--- config.mk ---
export PLATFORM = sky130hd
export DESIGN_NAME = regfile_sb
export DESIGN_NICKNAME = d
export VERILOG_FILES = /design/src/rtl/regfile_sb.sv
export SDC_FILE = /design/constraint.sdc
export NUM_CORES = 2
export LEC_CHECK = 0
export ABC_AREA = 0
export CAP_MARGIN = 25
export CELL_PAD_IN_SITES_DETAIL_PLACEMENT = 1
export CELL_PAD_IN_SITES_GLOBAL_PLACEMENT = 2
export CORE_MARGIN = 3
export CORE_UTILIZATION = 37
export DETAILED_ROUTE_END_ITERATION = 8
export PLACE_DENSITY_LB_ADDON = 0.1
export SLEW_MARGIN = 30
export SYNTH_ARGS = -nofsm -noshare
export SYNTH_HDL_FRONTEND = slang
export SYNTH_SLANG_ARGS = --single-unit
export TNS_END_PERCENT = 5
--- constraint.sdc ---
create_clock -name clk -period 25.7 [get_ports clk]
set_input_delay 6.425 -clock clk [delete_from_list [all_inputs] [get_ports clk]]
set_output_delay 6.425 -clock clk [all_outputs]
set_load 0.05 [all_outputs]
--- src/rtl/regfile_sb.sv ---
// regfile_sb -- integer register file with an integrated issue scoreboard.
//
// Sits between decode/issue (read + reserve) and writeback (write). Each
// register carries a busy bit that is set when an instruction reserves it
// as its destination and cleared when the result is written back. Register
// x0 reads as zero, ignores writes and is never busy.
//
// Parameters:
//   XLEN   data width
//   NREGS  number of architectural registers (power of 2, >= 2)
//   NRD    number of combinational read ports (1..4)
//
// Ports:
//   clk        clock, rising edge
//   reset      synchronous, active-high; overrides every other input
//   rs_addr    read addresses, port i = [i*AW +: AW]
//   rs_data    read data, port i = [i*XLEN +: XLEN]
//   rs_busy    busy bit of the register on each read port
//   rsv_valid  reserve request for rsv_rd
//   rsv_rd     destination register to reserve
//   rsv_ready  reservation accepted this cycle (combinational)
//   we/wa/wd   writeback enable, address, data
//   flush      clears every busy bit; register contents are kept
//   busy_cnt   registered count of busy registers
//   err_unrsv  sticky: a write hit a non-busy register other than x0
//
// Build option:
//   RF_BYPASS_EN  when defined, a same-cycle write to a read address is
//                 forwarded to that read port (data = wd, busy = 0).
//                 When undefined, read ports show the stored state until
//                 the edge. rsv_ready is the same either way.

module regfile_sb #(
    parameter int XLEN  = 32,
    parameter int NREGS = 32,
    parameter int NRD   = 2
) (
    input  logic                          clk,
    input  logic                          reset,
    input  logic [NRD*$clog2(NREGS)-1:0]  rs_addr,
    output logic [NRD*XLEN-1:0]           rs_data,
    output logic [NRD-1:0]                rs_busy,
    input  logic                          rsv_valid,
    input  logic [$clog2(NREGS)-1:0]      rsv_rd,
    output logic                          rsv_ready,
    input  logic                          we,
    input  logic [$clog2(NREGS)-1:0]      wa,
    input  logic [XLEN-1:0]               wd,
    input  logic                          flush,
    output logic [$clog2(NREGS):0]        busy_cnt,
    output logic                          err_unrsv
);

    localparam int AW = $clog2(NREGS);

    logic [XLEN-1:0]  regs [NREGS];
    logic [NREGS-1:0] busy;
    logic [NREGS-1:0] busy_nxt;
    logic [AW:0]      cnt_nxt;
    logic             wr_en;

    assign wr_en = we && (wa != '0);

    // A busy destination stalls the reservation (WAW), unless it is being
    // written back in this very cycle: the new owner then takes over.
    assign rsv_ready = rsv_valid && !flush &&
                       ((rsv_rd == '0) || !busy[rsv_rd] || (we && (wa == rsv_rd)));

    // Clear-on-write is applied before set-on-reserve so that a same-cycle
    // write and reserve of one register leaves it busy.
    always_comb begin
        busy_nxt = busy;
        if (flush) begin
            busy_nxt = '0;
        end else begin
            if (wr_en)
                busy_nxt[wa] = 1'b0;
            if (rsv_ready && (rsv_rd != '0))
                busy_nxt[rsv_rd] = 1'b1;
        end
        busy_nxt[0] = 1'b0;
    end

    always_comb begin
        cnt_nxt = '0;
        for (int i = 0; i < NREGS; i++)
            cnt_nxt = cnt_nxt + (AW+1)'(busy_nxt[i]);
    end

    always_ff @(posedge clk) begin
        if (reset) begin
            for (int i = 0; i < NREGS; i++)
                regs[i] <= '0;
        end else if (wr_en) begin
            regs[wa] <= wd;
        end
    end

    always_ff @(posedge clk) begin
        if (reset) begin
            busy      <= '0;
            busy_cnt  <= '0;
            err_unrsv <= 1'b0;
        end else begin
            busy     <= busy_nxt;
            busy_cnt <= cnt_nxt;
            if (wr_en && !busy[wa])
                err_unrsv <= 1'b1;
        end
    end

    for (genvar g = 0; g < NRD; g++) begin : g_rd
        logic [AW-1:0] ra;
        assign ra = rs_addr[g*AW +: AW];
`ifdef RF_BYPASS_EN
        logic hit;
        assign hit = wr_en && (wa == ra);
        assign rs_data[g*XLEN +: XLEN] = (ra == '0) ? '0 : (hit ? wd : regs[ra]);
        assign rs_busy[g] = (ra != '0) && !hit && busy[ra];
`else
        assign rs_data[g*XLEN +: XLEN] = (ra == '0) ? '0 : regs[ra];
        assign rs_busy[g] = (ra != '0) && busy[ra];
`endif
    end

endmodule
=== Word level (Yosys, flattened, before mapping) ===
Memories as Yosys holds them, arrays and structs flattened.
Cells that the tools add are included.
Widths: inputs -> output; s select.

* Flip-flop bits (word level): 39
* RAM bits: 1024
* Input bits: 57
* Output and inout port bits: 74
* Logic and storage cells: 94
* Memories: 1

* $add $sub $neg: 30
* Magnitude comparators: 6
* Eq/ne operators: 1
* Muxes and demuxes: 26
* Bitwise gates (word level): 3
* Reductions and logical operators: 23

{| class="wikitable"
|+ Memory list
! name !! depth !! bits a word !! read ports !! clocked after memory_dff !! write ports !! RTL line !! text
|-
| regs || 32 || 32 || 2 || 0 || 32 || 56 || <nowiki>logic [XLEN-1:0] regs [NREGS];</nowiki>
|}

{| class="wikitable"
|+ Operators with widths
! operator !! number
|-
| $mux 32 || 7
|-
| $add 6x1->6 || 25
|-
| $and 32x32->32 || 1
|-
| $not 32->32 || 1
|-
| $or 32x32->32 || 1
|-
| $reduce_or 32->1 || 1
|-
| $lt 5x6->1 const B || 4
|-
| $bmux 1 s5 || 4
|-
| $reduce_bool 5->1 || 4
|-
| $logic_not 5->1 || 3
|-
| $mux 1 || 12
|-
| $demux 1 s5 || 2
|-
| $ge 5x1->1 const B || 2
|-
| $logic_and 1x1->1 || 10
|-
| $add 5x1->6 || 1
|-
| $add 4x1->5 || 1
|-
| $eq 5x5->1 || 1
|-
| $mux 5 || 1
|-
| $add 3x1->4 || 1
|-
| $add 2x1->3 || 1
|-
| $logic_not 1->1 || 3
|-
| $add 1x1->2 || 1
|-
| $logic_or 1x1->1 || 2
|}

=== Logic depth before layout (Yosys ltp) ===
* Depth after elaboration: 41
* Depth in mapped cells: 25

=== Least setup slack after synthesis ===
Ideal clock, no wire load.

* Kind: in2out
* Start: input rs_addr[5]
* End: output rs_data[37]
* Arrival time: 8.562 ns
* Setup slack: 10.713 ns
* Cell stages on the path: 7
* Cells stage by stage: buf_2 -> buf_2 -> buf_1 -> mux4_2 -> mux4_2 -> mux2i_1 -> nor2_1

* Longest elaborated chain between the ends: 2

{| class="wikitable"
|+ RTL lines
! item !! RTL line !! text
|-
| start: declaration || 40 || <nowiki>input logic [NRD*$clog2(NREGS)-1:0] rs_addr,</nowiki>
|-
| $mem_v2 32x32 or $logic_not 5->1 (tied branches) || - ||
|-
| $mux 32 * || 121 || <nowiki>assign rs_data[g*XLEN +: XLEN] = (ra == '0) ? '0 : regs[ra];</nowiki>
|-
| end: declaration || 41 || <nowiki>output logic [NRD*XLEN-1:0] rs_data,</nowiki>
|}

Every way passes the cells marked *; elsewhere a longest branch is shown, timed or not.

=== Worst setup path in the final report ===
* Start: input rs_addr[5]
* End: output rs_data[55]

The elaborated chain is that of the path after synthesis.

==> impl_metrics.tcl <==
set metrics [dict create \
    viasPerCell 6.23 \
    seqPwrFrac_pct 45.0 \
    hold_viol_final 0 \
    ys.warnings.count 0 \
    cp.arrival_ns 11.06 \
    ir_worst_vdd_v 0.0000593 \
    final_cell_mix "edfxtp_1, and2_1, mux4_2" \
    dp.final_hpwl_um 122000 \
    crit_chain "buf_8 > buf_4 > buf_4 > mux4_2 > mux4_2 > mux2i_1 > nor2_1 > clkdlybuf4s50_1" \
    antenna_found_initial 41 \
    critPathRequiredTime_ns 19.27 \
    finalSetupViolCount 0 \
    r2r_start "busy[23]" \
    leakagePower_nw 22.1 \
    dr.pass1.iters 5 \
    routed.top_layer "met5" \
    dr_wl_met3_um 18700 \
    drive_above_1_share_pct 28.4 \
    async_flop_share_pct 0 \
    die_y_um 401 \
    layout_commonest_cell "edfxtp_1" \
    synth-edff-count 1024 \
    pre_cts_slack_ns 8.12 \
    dieWidth_um 401 \
    synth_cell_types 46 \
    cts_tree "done" \
    cp_top_family "buffers and inverters" \
    p_int_mw 3.36 \
    finalCriticalPeriod_ns 17.48 \
    fin_nets 3714 \
    dieArea_um2 161000 \
    swShare_pct 26.0 \
    wirelength_um 229000 \
    netlist_area_um2 57700 \
    vias 36038 \
    ant_nets 0 \
    syn_inst 3617 \
    wl_met2_um 110000 \
    cts_resized 0 \
    grt_pass1_wl_um 316000 \
    holdPathStages 2 \
    fin_util_pct 42.5 \
    avgRoutedWirePerCell_um 39.6 \
    cts_buffer_depth 3 \
    hold_end "busy[20]" \
    cellPowerDensity_nw_per_um2 69.1 \
    max-cap-violations 0 \
    gp_congestion 0.808 \
    totalPowerFinal_mw 4.54 \
    worst-setup-path-type "in2out" \
    nFillCells 14978 \
    synthFlopType "edfxtp_1" \
    outcome "completed" \
    grt_remaining_overflow 0 \
    clk_pin_slew_worst_paths_ns 0.06 \
    cts.hold.buffers_added 0 \
    grt_max_degree 123 \
    hold_class "reg2reg" \
    cp-start-kind "input port" \
    drc 0 \
    rows 144 \
    rsz0062_at_grt "false" \
    setup_tns_ns 0 \
    setup_ws_ns 8.22 \
    post-cts-setup-buffer-count 0 \
    syn_area_per_cell_um2 16.0 \
    gr-usage-all-layers_pct 28.5 \
    pin_count 131 \
    reg2reg_to "busy_cnt[4]" \
    max_freq_mhz 57.2 \
    combPwrFrac_pct 13.8 \
    cp-end-kind "primary output" \
    grt_pass1_vias 38056 \
    cts_sinks 1062 \
    numCtsBuffers 130 \
    drt_iter0_markers 4842 \
    holdWs_ns 0.606 \
    slew_violations 0 \
    coreArea_um2 155000 \
    worstRegToRegCells 21 \
    root_buffer "clkbuf_16" \
    critPathBufInv 4 \
    port_buffers 130 \
    clk_latency_ns 0.77 \
    syn_to_final_growth_pct 13.8 \
    crit_fanout 58 \
    clkPwrFrac_pct 41.2 \
    h-tree-depth 4 \
    max_slew_margin_pct 28.0 \
    ys_ff_latch 1062 \
    hold_start "busy[20]" \
    wl_met1_um 94100 \
    tightest_slew_ns 1.08 \
    cpMaxStageDelayCell "clkdlybuf4s50_1" \
    slowest_delay_ns 0.75 \
    period_share_pct 68.0 \
    power.switching_mw 1.18 \
    skew_ns 0.0177 \
    initial_utilization_pct 37.4 \
    ys_seq_area_share_pct 54.6 \
    rrSetupSlack_ns 18.41 \
]
==> synthesized netlist by cell type, types with 16 or more instances <==
master       n  share of area [%]
dfxtp_1     38                1.3
o22ai_1     41               0.44
and2_1     992                 11
nand3_1     18               0.16
nand2_1     58               0.38
mux4_2     669                 26
buf_1       17               0.11
mux2i_1     70                1.2
o21ai_0     16               0.14
fa_1        23               0.80
nand2b_1    23               0.25
nor2_1     114               0.74
edfxtp_1  1024                 53
o22a_1      19               0.29
buf_2       61               0.53
clkbuf_1   304                2.0
inv_1       32               0.21
==> layer usage <==
layer | GRT usage, % | vias up
met3 | 4.81 | 321
met1 | 39.8 | 19832
met5 | 0 | -
met2 | 45.9 | 1892
li1 | - | 13987
met4 | 8.45 | 6
==> logic make-up after synthesis <==
logic type / share of synthesized area (%)
simple gates: 12.7
mux: 27.4
buf+inv: 2.92
other cells: 0.00649
xor+xnor: 0.121
flops: 54.6
compound gates: 1.32
fa+ha+maj: 0.949
==> tightest hold or removal path, delay by kind of cell (launching register included) <==
kind / cells / cell delay, ns
simple gates: 1 / 0.12
flops: 1 / 0.34
compound gates: 1 / 0.09
==> worst max-delay path by stage <==
stage	start	endpoint	slack [ns]	cells after the start
CTS	rs_addr[5]	rs_data[55]	8.11	8
finish	rs_addr[5]	rs_data[55]	8.22	8
global route	rs_addr[5]	rs_data[55]	7.81	8
floorplan	rs_addr[5]	rs_data[37]	10.71	7
global placement	rs_addr[5]	rs_data[55]	8.12	8
detailed placement	rs_addr[5]	rs_data[55]	8.12	8
==> layout make-up <==
| class | instances | area [µm²] | area share [%] |
|---|---|---|---|
| inverter | 32 | 120 | 0.183 |
| timing repair buffer | 234 | 2200 | 3.35 |
| clock buffer | 163 | 3540 | 5.38 |
| multi-input combinational | 2167 | 25100 | 38.2 |
| sequential | 1062 | 31500 | 47.9 |
| clock inverter | 65 | 677 | 1.03 |
| tap | 2044 | 2560 | 3.89 |
| antenna | 17 | 42.5 | 0.0647 |
==> flip-flops by register name, summed over array words and instances (netlist names) <==
| name | flops |
|---|---|
| busy | 31 |
| busy_cnt | 6 |
| err_unrsv | 1 |
| regs | 1024 |
==> through the flow <==
step	std cells	area (µm²)
2_1_floorplan	3648	57900
3_3_place_gp	5532	61300
3_5_place_dp	5534	61400
4_1_cts	5762	65600
5_1_grt	5768	65700
6_report	5784	65700
==> power groups by stage <==
stage               Sequential (mW)  Combinational, mW  Clock, mW
global route                   2.05              0.649       1.96
floorplan                      2.06              0.394          0
finish                         2.04              0.625       1.87
CTS                            2.04              0.628       1.90
detailed placement             2.08              0.626          0
global placement               2.07              0.621          0
No activity file was read; power rests on OpenSTA's default activity.
